**src/rtl/parameter_pkg.sv**
```systemverilog
// Shared widths and the reservation-station entry type, plus the operand
// capture helper used for both dispatch bypass and CDB wakeup.
package parameter_pkg;

    localparam int PHY_W  = 6;
    localparam int DATA_W = 32;
    localparam int OP_W   = 8;
    localparam int ROB_W  = 6;

    localparam logic [PHY_W-1:0] PHY_ZERO = '0;

    typedef struct packed {
        logic [OP_W-1:0]   op;
        logic [ROB_W-1:0]  rob_idx;
        logic [PHY_W-1:0]  rd_tag;
        logic [PHY_W-1:0]  rs1_tag;
        logic              rs1_rdy;
        logic [DATA_W-1:0] rs1_val;
        logic [PHY_W-1:0]  rs2_tag;
        logic              rs2_rdy;
        logic [DATA_W-1:0] rs2_val;
    } rs_entry_t;

    // Port 0 is checked first so it wins when both broadcasts match.
    function automatic rs_entry_t rs_capture(
        input rs_entry_t         e,
        input logic              v0,
        input logic [PHY_W-1:0]  t0,
        input logic [DATA_W-1:0] d0,
        input logic              v1,
        input logic [PHY_W-1:0]  t1,
        input logic [DATA_W-1:0] d1
    );
        rs_entry_t r;
        r = e;
        if (!r.rs1_rdy) begin
            if (r.rs1_tag == PHY_ZERO) begin
                r.rs1_rdy = 1'b1;
                r.rs1_val = '0;
            end else if (v0 && t0 == r.rs1_tag) begin
                r.rs1_rdy = 1'b1;
                r.rs1_val = d0;
            end else if (v1 && t1 == r.rs1_tag) begin
                r.rs1_rdy = 1'b1;
                r.rs1_val = d1;
            end
        end
        if (!r.rs2_rdy) begin
            if (r.rs2_tag == PHY_ZERO) begin
                r.rs2_rdy = 1'b1;
                r.rs2_val = '0;
            end else if (v0 && t0 == r.rs2_tag) begin
                r.rs2_rdy = 1'b1;
                r.rs2_val = d0;
            end else if (v1 && t1 == r.rs2_tag) begin
                r.rs2_rdy = 1'b1;
                r.rs2_val = d1;
            end
        end
        return r;
    endfunction

endpackage

```
**src/rtl/rs_age_select.sv**
```systemverilog
// Age matrix for the reservation station and oldest-ready one-hot pick.
// age_reg[i][j] = 1 means entry i is older than entry j.
module rs_age_select #(
    parameter int N      = 8,
    parameter int SLOT_W = 3
) (
    input  logic              clk,
    input  logic              rst,
    input  logic              flush,
    input  logic [N-1:0]      valid,
    input  logic [N-1:0]      cand,
    input  logic              sel_en,
    input  logic              disp_we_0,
    input  logic [SLOT_W-1:0] disp_slot_0,
    input  logic              disp_we_1,
    input  logic [SLOT_W-1:0] disp_slot_1,
    output logic [N-1:0]      grant
);

    logic [N-1:0] age_reg  [N];
    logic [N-1:0] age_next [N];
    logic [N-1:0] issue_clr;
    logic [N-1:0] older_valid;

    assign issue_clr   = sel_en ? grant : '0;
    assign older_valid = valid & ~issue_clr;

    genvar gi, gj;
    generate
        for (gi = 0; gi < N; gi++) begin : g_pick
            logic [N-1:0] older_cand;
            for (gj = 0; gj < N; gj++) begin : g_older
                assign older_cand[gj] = cand[gj] & age_reg[gj][gi];
            end
            assign grant[gi] = cand[gi] & ~(|older_cand);
        end
    endgenerate

    // Rows of new entries clear (younger than all); columns take the surviving
    // valid set. Lane 0 beats lane 1 when both dispatch together.
    always_comb begin
        for (int i = 0; i < N; i++) begin
            for (int j = 0; j < N; j++) begin
                age_next[i][j] = age_reg[i][j] && !issue_clr[i] && !issue_clr[j];
                if (disp_we_0 && disp_slot_0 == SLOT_W'(i))
                    age_next[i][j] = 1'b0;
                if (disp_we_1 && disp_slot_1 == SLOT_W'(i))
                    age_next[i][j] = 1'b0;
                if (disp_we_0 && disp_slot_0 == SLOT_W'(j))
                    age_next[i][j] = older_valid[i];
                if (disp_we_1 && disp_slot_1 == SLOT_W'(j))
                    age_next[i][j] = older_valid[i] || (disp_we_0 && disp_slot_0 == SLOT_W'(i));
                if (i == j)
                    age_next[i][j] = 1'b0;
            end
        end
    end

    always_ff @(posedge clk) begin
        for (int i = 0; i < N; i++) begin
            if (rst || flush)
                age_reg[i] <= '0;
            else
                age_reg[i] <= age_next[i];
        end
    end

endmodule

```
**src/rtl/rs_issue_queue.sv**
```systemverilog
// Reservation-station entry array: dual dispatch, two-port CDB wakeup,
// oldest-ready issue with a registered output and a slot-return pulse.
module rs_issue_queue
    import parameter_pkg::*;
#(
    parameter int NUM_RS_ENTRIES = 8,
    parameter int TYPE           = 0,
    parameter int SLOT_W         = $clog2(NUM_RS_ENTRIES)
) (
    input  logic              clk,
    input  logic              rst,
    input  logic              flush,
    input  logic              disp_valid_0,
    input  logic              disp_valid_1,
    input  logic [SLOT_W-1:0] disp_slot_0,
    input  logic [SLOT_W-1:0] disp_slot_1,
    input  rs_entry_t         disp_entry_0,
    input  rs_entry_t         disp_entry_1,
    input  logic              cdb_valid_0,
    input  logic              cdb_valid_1,
    input  logic [PHY_W-1:0]  cdb_tag_0,
    input  logic [PHY_W-1:0]  cdb_tag_1,
    input  logic [DATA_W-1:0] cdb_data_0,
    input  logic [DATA_W-1:0] cdb_data_1,
    input  logic              issue_ready,
    output logic              issue_valid,
    output rs_entry_t         issue_entry,
    output logic              issue_free_valid,
    output logic [SLOT_W:0]   issue_free
);

    localparam int N = NUM_RS_ENTRIES;

    logic [N-1:0]      valid_reg;
    logic [N-1:0]      valid_next;
    logic [N-1:0]      cand;
    logic [N-1:0]      grant;
    logic [N-1:0]      issue_clr;
    rs_entry_t         entry_reg  [N];
    rs_entry_t         entry_next [N];
    logic              sel_en;
    logic              any_grant;
    logic [SLOT_W-1:0] win_idx;

    logic              issue_valid_reg;
    rs_entry_t         issue_entry_reg;
    logic              issue_free_valid_reg;
    logic [SLOT_W:0]   issue_free_reg;

    assign sel_en    = !issue_valid_reg || issue_ready;
    assign any_grant = |grant;
    assign issue_clr = sel_en ? grant : '0;

    genvar gi;
    generate
        for (gi = 0; gi < N; gi++) begin : g_entry
            logic      hit_0;
            logic      hit_1;
            rs_entry_t src;
            assign hit_0 = disp_valid_0 && (disp_slot_0 == SLOT_W'(gi));
            assign hit_1 = disp_valid_1 && (disp_slot_1 == SLOT_W'(gi));
            assign src   = hit_0 ? disp_entry_0 : (hit_1 ? disp_entry_1 : entry_reg[gi]);
            // Same capture path serves dispatch bypass and wakeup of held entries.
            assign entry_next[gi] = rs_capture(src, cdb_valid_0, cdb_tag_0, cdb_data_0,
                                               cdb_valid_1, cdb_tag_1, cdb_data_1);
            assign valid_next[gi] = hit_0 || hit_1 || (valid_reg[gi] && !issue_clr[gi]);
            assign cand[gi] = valid_reg[gi] && entry_reg[gi].rs1_rdy && entry_reg[gi].rs2_rdy;
        end
    endgenerate

    rs_age_select #(
        .N      (N),
        .SLOT_W (SLOT_W)
    ) u_age_select (
        .clk         (clk),
        .rst         (rst),
        .flush       (flush),
        .valid       (valid_reg),
        .cand        (cand),
        .sel_en      (sel_en),
        .disp_we_0   (disp_valid_0),
        .disp_slot_0 (disp_slot_0),
        .disp_we_1   (disp_valid_1),
        .disp_slot_1 (disp_slot_1),
        .grant       (grant)
    );

    always_comb begin
        win_idx = '0;
        for (int i = 0; i < N; i++) begin
            if (grant[i])
                win_idx = win_idx | SLOT_W'(i);
        end
    end

    always_ff @(posedge clk) begin
        for (int i = 0; i < N; i++)
            entry_reg[i] <= entry_next[i];
        if (rst || flush) begin
            valid_reg            <= '0;
            issue_valid_reg      <= 1'b0;
            issue_entry_reg      <= '0;
            issue_free_valid_reg <= 1'b0;
            issue_free_reg       <= '0;
        end else begin
            valid_reg            <= valid_next;
            issue_free_valid_reg <= sel_en && any_grant;
            if (sel_en) begin
                issue_valid_reg <= any_grant;
                if (any_grant) begin
                    issue_entry_reg <= entry_reg[win_idx];
                    issue_free_reg  <= {1'b0, win_idx};
                end
            end
        end
    end

    assign issue_valid      = issue_valid_reg;
    assign issue_entry      = issue_entry_reg;
    assign issue_free_valid = issue_free_valid_reg;
    assign issue_free       = issue_free_reg;

    // Allocator contract violations; flush cycles are exempt.
    always @(posedge clk) begin
        if (!rst && !flush) begin
            assert (TYPE >= 0 && TYPE <= 2);
            assert (!(disp_valid_0 && valid_reg[disp_slot_0]));
            assert (!(disp_valid_1 && valid_reg[disp_slot_1]));
            assert (!(disp_valid_0 && disp_valid_1 && disp_slot_0 == disp_slot_1));
            assert (!((disp_valid_0 || disp_valid_1) && (&valid_reg)));
        end
    end

endmodule

```
**config.mk**
```make
export PLATFORM = sky130hd
export DESIGN_NAME = rs_issue_queue
export DESIGN_NICKNAME = d
export VERILOG_FILES = /design/src/rtl/parameter_pkg.sv /design/src/rtl/rs_age_select.sv /design/src/rtl/rs_issue_queue.sv
export SDC_FILE = /design/constraint.sdc
export NUM_CORES = 2
export LEC_CHECK = 0
export BUFFER_PORTS_ARGS = -buffer_cell sky130_fd_sc_hd__buf_2
export CORE_ASPECT_RATIO = 0.9
export CORE_UTILIZATION = 55
export DETAILED_ROUTE_END_ITERATION = 6
export PLACE_DENSITY_LB_ADDON = 0.15
export SYNTH_ARGS = -nofsm -noshare
export SYNTH_HDL_FRONTEND = slang
export SYNTH_HIERARCHICAL = 1
export SYNTH_SLANG_ARGS = --single-unit
```
**constraint.sdc**
```tcl
create_clock -name clk -period 3.59 [get_ports clk]
set_input_delay 0.718 -clock clk [delete_from_list [all_inputs] [get_ports clk]]
set_output_delay 0.718 -clock clk [all_outputs]
set_load 0.03 [all_outputs]
```
After elaboration in Yosys (flattened, before gate mapping)
Memories as Yosys holds them, arrays and structs flattened. A register that Yosys moved wholly into a read port is not among the register bits.
Cells that the tools add are included.

operators by class
  bitwise operators = 90
  equal/unequal tests = 46
  reduce and logical (&&, ||, !) cells = 248
  multiplexer cells = 323

operator list
  kind                                                                   count
  33-bit 2-to-1 mux                                                      64
  98-bit 2-to-1 mux                                                      16
  1-bit 2-to-1 mux                                                       228
  6-bit equality test                                                    32
  1-bit logical AND                                                      185
  6-bit logical NOT                                                      16
  1-bit bitwise AND                                                      72
  8-bit 2-to-1 mux                                                       9
  8-bit OR reduction                                                     9
  1-bit logical OR                                                       26
  3-bit equality test, second input constant                             8
  3-bit by 2-bit equality test with 1-bit output, second input constant  4
  3-bit 2-to-1 mux                                                       4
  1-bit logical NOT                                                      9
  8-bit bitwise AND                                                      1
  1-bit NOT                                                              8
  8-bit NOT                                                              1
  1-bit OR                                                               8
  3-bit by 1-bit equality test with 1-bit output, second input constant  2
  3-bit logical NOT                                                      2
  2-bit 2-to-1 mux                                                       2
  2-bit AND reduction                                                    1

word-level totals
  bits in registers = 13
  RAM bits = 848
  output and inout bits = 104
  input port bits = 286
  memories kept = 2

memory list
  memory                words  width  rd ports  clocked after memory_dff  write ports  RTL line              text
  entry_reg             8      98     9         1                         8            rs_issue_queue.sv:39  rs_entry_t entry_reg [N];
  u_age_select.age_reg  8      8      8         0                         8            rs_age_select.sv:20   logic [N-1:0] age_reg [N];

Longest topological paths before layout
An unclocked memory read counts as a cell.

  depth in word-level cells = 16
  gate-level depth with buffers = 14
  depth with buffers taken out = 8

Cells and area by module
The synthesis kept the hierarchy.

modules (own cells, without submodules)
  module          cells each  times used  area each (um^2)  sequential area each (um^2)
  rs_issue_queue  7477        1           61061.1           19518.7
  rs_age_select   396         1           3659.8            1121.1

Worst setup path before layout
OpenSTA, ideal clock, no wires.

  path kind = reg2reg
  start = register valid_reg[7]
  end = register issue_entry_reg, in the netlist issue_entry[55]
  buffers on the path = 3
  setup slack = 0.041 ns
  stages on the path, launching flop included = 11
  arrival = 3.417 ns
  cells stage by stage = dfxtp_1 > and3_1 > buf_2 > a21boi_0 > and4_1 > buf_2 > nor4_1 > clkbuf_1 > mux4_2 > a22oi_1 > a21oi_1

RTL lines
  element                             RTL line               text
  start: declaration                  rs_issue_queue.sv:34   logic [N-1:0] valid_reg;
  start signal: assignment            rs_issue_queue.sv:106  valid_reg <= valid_next;
  1-bit logical AND (*) (2 in a row)  rs_issue_queue.sv:67   assign cand[gi] = valid_reg[gi] && entry_reg[gi].rs1_rdy && entry_reg[gi].rs2_rdy;
  via cand[7]                         rs_issue_queue.sv:36   logic [N-1:0] cand;
  1-bit bitwise AND                   rs_age_select.sv:33    assign older_cand[gj] = cand[gj] & age_reg[gj][gi];
  8-bit OR reduction                  rs_age_select.sv:35    assign grant[gi] = cand[gi] & ~(|older_cand);
  1-bit NOT                           rs_age_select.sv:35
  1-bit bitwise AND (*)               rs_age_select.sv:35
  via grant[7]                        rs_issue_queue.sv:37   logic [N-1:0] grant;
  8-bit OR reduction                  rs_issue_queue.sv:51   assign any_grant = |grant;
  2-bit AND reduction (no line)       -
  end signal: assignment              rs_issue_queue.sv:111  issue_entry_reg <= entry_reg[win_idx];
  end: declaration                    rs_issue_queue.sv:46   rs_entry_t issue_entry_reg;

Mark *: on every way through the listed nets, which the timed path passes. The rest lies on a longest branch.
A chain may end at the register's enable or synchronous reset.

==> out/qor.yml <==
status: "finished, violations left"
violations: "design-rule violations, max-capacitance violations, max-slew violations, negative setup slack"
cts_setup_buffers: 0
cts_made_buffers: 107
skew_ns: 0.0400
drtIter0Drc: 13900
portBuffers: 388
grt_setup_unrepaired: "no"
drcViolationCount: 24
synth_cell_types: 114
antenna_found_initial: 52
fp.dieW_um: 364
path_delay_family: "buffers and inverters"
finalPower_mw: 47.1
synthTopCellsByArea: "dfxtp_1 24%, a21oi_1 8.3%, edfxtp_1 7.4%"
place_area_um2: 71700
fin_crit_ns: 3.60
finalHoldViolCount: 0
clkSlewWorstSetupHoldPaths_ns: 0.06
die_area_um2: 119000
yosys_warnings: 6
comb_power_share_pct: 43.0
synth_cells: 7873
std_cell_rows: 119
slew_headroom_pct: -3.53
power.share.switching_pct: 39.5
grt_start_max_net_pins: 112
ir_drop_uv: 385
slowest_delay_ns: 0.50
worst_pin_slew_ns: 1.55
seq_power_share_pct: 32.6
dp_cells: 9463
yosysTopAreaCell: "dfxtp_1"
clk_path_buf_depth: 3
synth_top_cell_area_share_pct: 24.5
fmax_mhz: 278
path_class: "reg -> reg"
synth-edff-count: 160
grt_pass1_vias: 66800
setup_slack_ns: -0.00584
core_um2: 117000
syn-num-nets: 8159
hold_path.class: "in -> reg"
crit_cells: 11
holdWs_ns: 0.273
holdPathStages: 4
ys_ff_latch: 951
drive_gt1_share_pct: 21.2
netlist_area_um2: 64700
crit_path_frequent_cell: "buf_4"
drt-vias-per-instance: 7.56
area_delta_synth_final_pct: 16.4
ios: 390
first_pass_iters: 7
crit_buf_inv: 4
gp_congestion: 1.07
fin_crit_sh_pct: 100
vias: 73200
synthFlopType: "dfxtp_1"
start_util_pct: 55.4
cts_tree: "built"
crit_chain: "and3_2 -> a22oi_1 -> and4_1 -> buf_4 -> nor4_4 -> buf_4 -> buf_12 -> buf_4 -> mux4_2 -> a22oi_1 -> a21oi_1"
critPathLaunchType: "register"
syn_area_per_cell_um2: 8.22
finalWirelength_mm: 336
cp_max_fo: 19
internal_power_mw: 28.5
maxCapViolCount: 1
clockPowerShare_pct: 24.5
grt_use_total_pct: 54.3
rr_worst_depth: 11
postLayoutCellArea_um2: 75300
htreeDepth: 3
p_per_area_nw_per_um2: 625
drv_slew: 5
post-dp-hpwl_mm: 220
clkLatencyLatePin_ns: 0.79
cp-end-kind: "register"
critical_path_arrival_ns: 4.22
setup_viol: 2
root_buffer: "clkbuf_16"
gr-total-overflow: 0
crit_path_top_delay_cell: "dfxtp_1"
required_ns: 4.22
die_h_um: 327
final_cell_count_no_fill: 9680
p_leak_nw: 28.9
largest_register_ffs: 784
wl_per_cell_um: 34.7
grt_pass1_wl_mm: 472
ctsHoldBuffers: 0
ant_nets: 0
seq_area_frac_synth_pct: 31.9
ys_async_sr_fraction_pct: 0
cts.sinks: 951
p_sw_mw: 18.6
fin_nets: 8285
-- routing by layer --
layer | wire (um) | track usage, %
met1 | 117000 | 69.0
met4 | 32700 | 40.7
met2 | 128000 | 73.6
met5 | 370 | 0
met3 | 57700 | 21.2
-- synthesized netlist by cell type (32+ instances only) --
master,number
inv_1,48
o21ba_2,32
nand3_1,95
a211oi_1,180
dfxtp_1,791
a2111oi_0,37
edfxtp_1,160
o211ai_1,44
nand2_1,947
buf_1,127
a22oi_1,147
o22ai_1,157
clkbuf_1,669
mux2i_1,428
a32oi_1,66
buf_2,148
o21a_1,32
a221oi_1,93
a221o_1,62
buf_4,59
a31oi_1,94
and2_1,46
a311oi_1,33
or3_1,44
a22o_1,167
nor2_1,569
mux4_2,196
a21oi_1,1079
o32ai_1,81
o21ai_0,422
a21o_1,75
o21ai_1,85
xnor2_1,111
-- power groups by stage --
stage	Clock [mW]	Combinational [mW]	Sequential (mW)
2_1_floorplan	0	12.4	14.9
3_3_place_gp	0	18.6	15.4
3_5_place_dp	0	19.1	15.4
4_1_cts	11.4	19.2	15.2
5_1_grt	11.9	21.1	15.5
6_report	11.5	20.2	15.3
-- through the flow --
stage | TNS (ns) | setup WS, ns | util (%)
floorplan | 0 | 0.0411 | -
global placement | -33.86 | -0.394 | 61.4
detailed placement | -26.74 | -0.308 | 61.4
CTS | 0 | 0.00708 | 64.4
global route | 0 | 0.0241 | 64.4
finish | -0.00736 | -0.00584 | 64.5
-- worst reg2reg max path, stage by stage (launching register included) --
cell and delay [ns]:
dfxtp_1 0.50, and3_2 0.39, a22oi_1 0.10, and4_1 0.27
buf_4 0.19, nor4_4 0.32, buf_4 0.30, buf_12 0.25
buf_4 0.28, mux4_2 0.33, a22oi_1 0.42, a21oi_1 0.13
-- final timing paths --
kind | startpoint | endpoint | slack (ns)
max | entry_reg[5][71]$_SDFF_PP1_ | issue_entry[60]$_SDFFE_PP0P_ | -0.006
min | rst | u_age_select/age_reg[3][6]$_SDFF_PP0_ | 0.27
max reg2reg | entry_reg[5][71]$_SDFF_PP1_ | issue_entry[60]$_SDFFE_PP0P_ | -0.006
min reg2reg | issue_entry[6]$_SDFFE_PP0P_ | issue_entry[6]$_SDFFE_PP0P_ | 0.45
-- cell usage in the layout, fill, tap and decap left out, types with 33 or more instances in the layout --
cell type,n
or3_1,44
a221oi_1,93
buf_2,388
nor2_1,564
a2111oi_0,37
a22o_1,167
inv_1,47
buf_4,515
and2_1,45
mux2i_1,428
a22oi_1,144
a311oi_1,33
a211oi_1,180
a21o_1,75
edfxtp_1,160
dfxtp_1,789
nand2_1,946
o21ai_1,82
o21ai_0,420
clkbuf_16,107
a31oi_1,91
o211ai_1,44
mux4_2,196
a32oi_1,66
buf_12,166
xnor2_1,111
a221o_1,62
o22ai_1,157
a21oi_1,1069
o32ai_1,81
nand3_1,92
-- what timing repair did --
| action | in CTS | in global routing |
|---|---|---|
| resized for setup | 5 | 8 |
| hold endpoints to repair | 0 | 0 |
| endpoints found under the setup margin | 8 | 31 |
-- cells by family (layout without fill, tap and decap cells) --
family / count (synthesis) / after routing / share of synthesized area [%]
buffers and inverters: 1106 / 1320 / 7.42
multiplexers: 656 / 656 / 14.0
AO/OA/AOI/OAI: 3111 / 3111 / 31.7
other: 1 / 21 / 0.00579
XOR/XNOR: 113 / 113 / 1.53
flip-flops: 951 / 951 / 31.9
AND/OR/NAND/NOR: 1935 / 1935 / 13.4
-- final cells by class --
| type | count | area (um2) |
|---|---|---|
| diodes | 20 | 50.0 |
| clock buffers | 162 | 3110 |
| clock inverters | 35 | 415 |
| fillers | 9973 | 41500 |
| inverters | 54 | 203 |
| multi-input cells | 5816 | 39800 |
| flip-flops and latches | 951 | 20600 |
| well taps | 1573 | 1970 |
| repair buffers | 1069 | 9130 |
No activity file was read; power rests on OpenSTA's default activity.
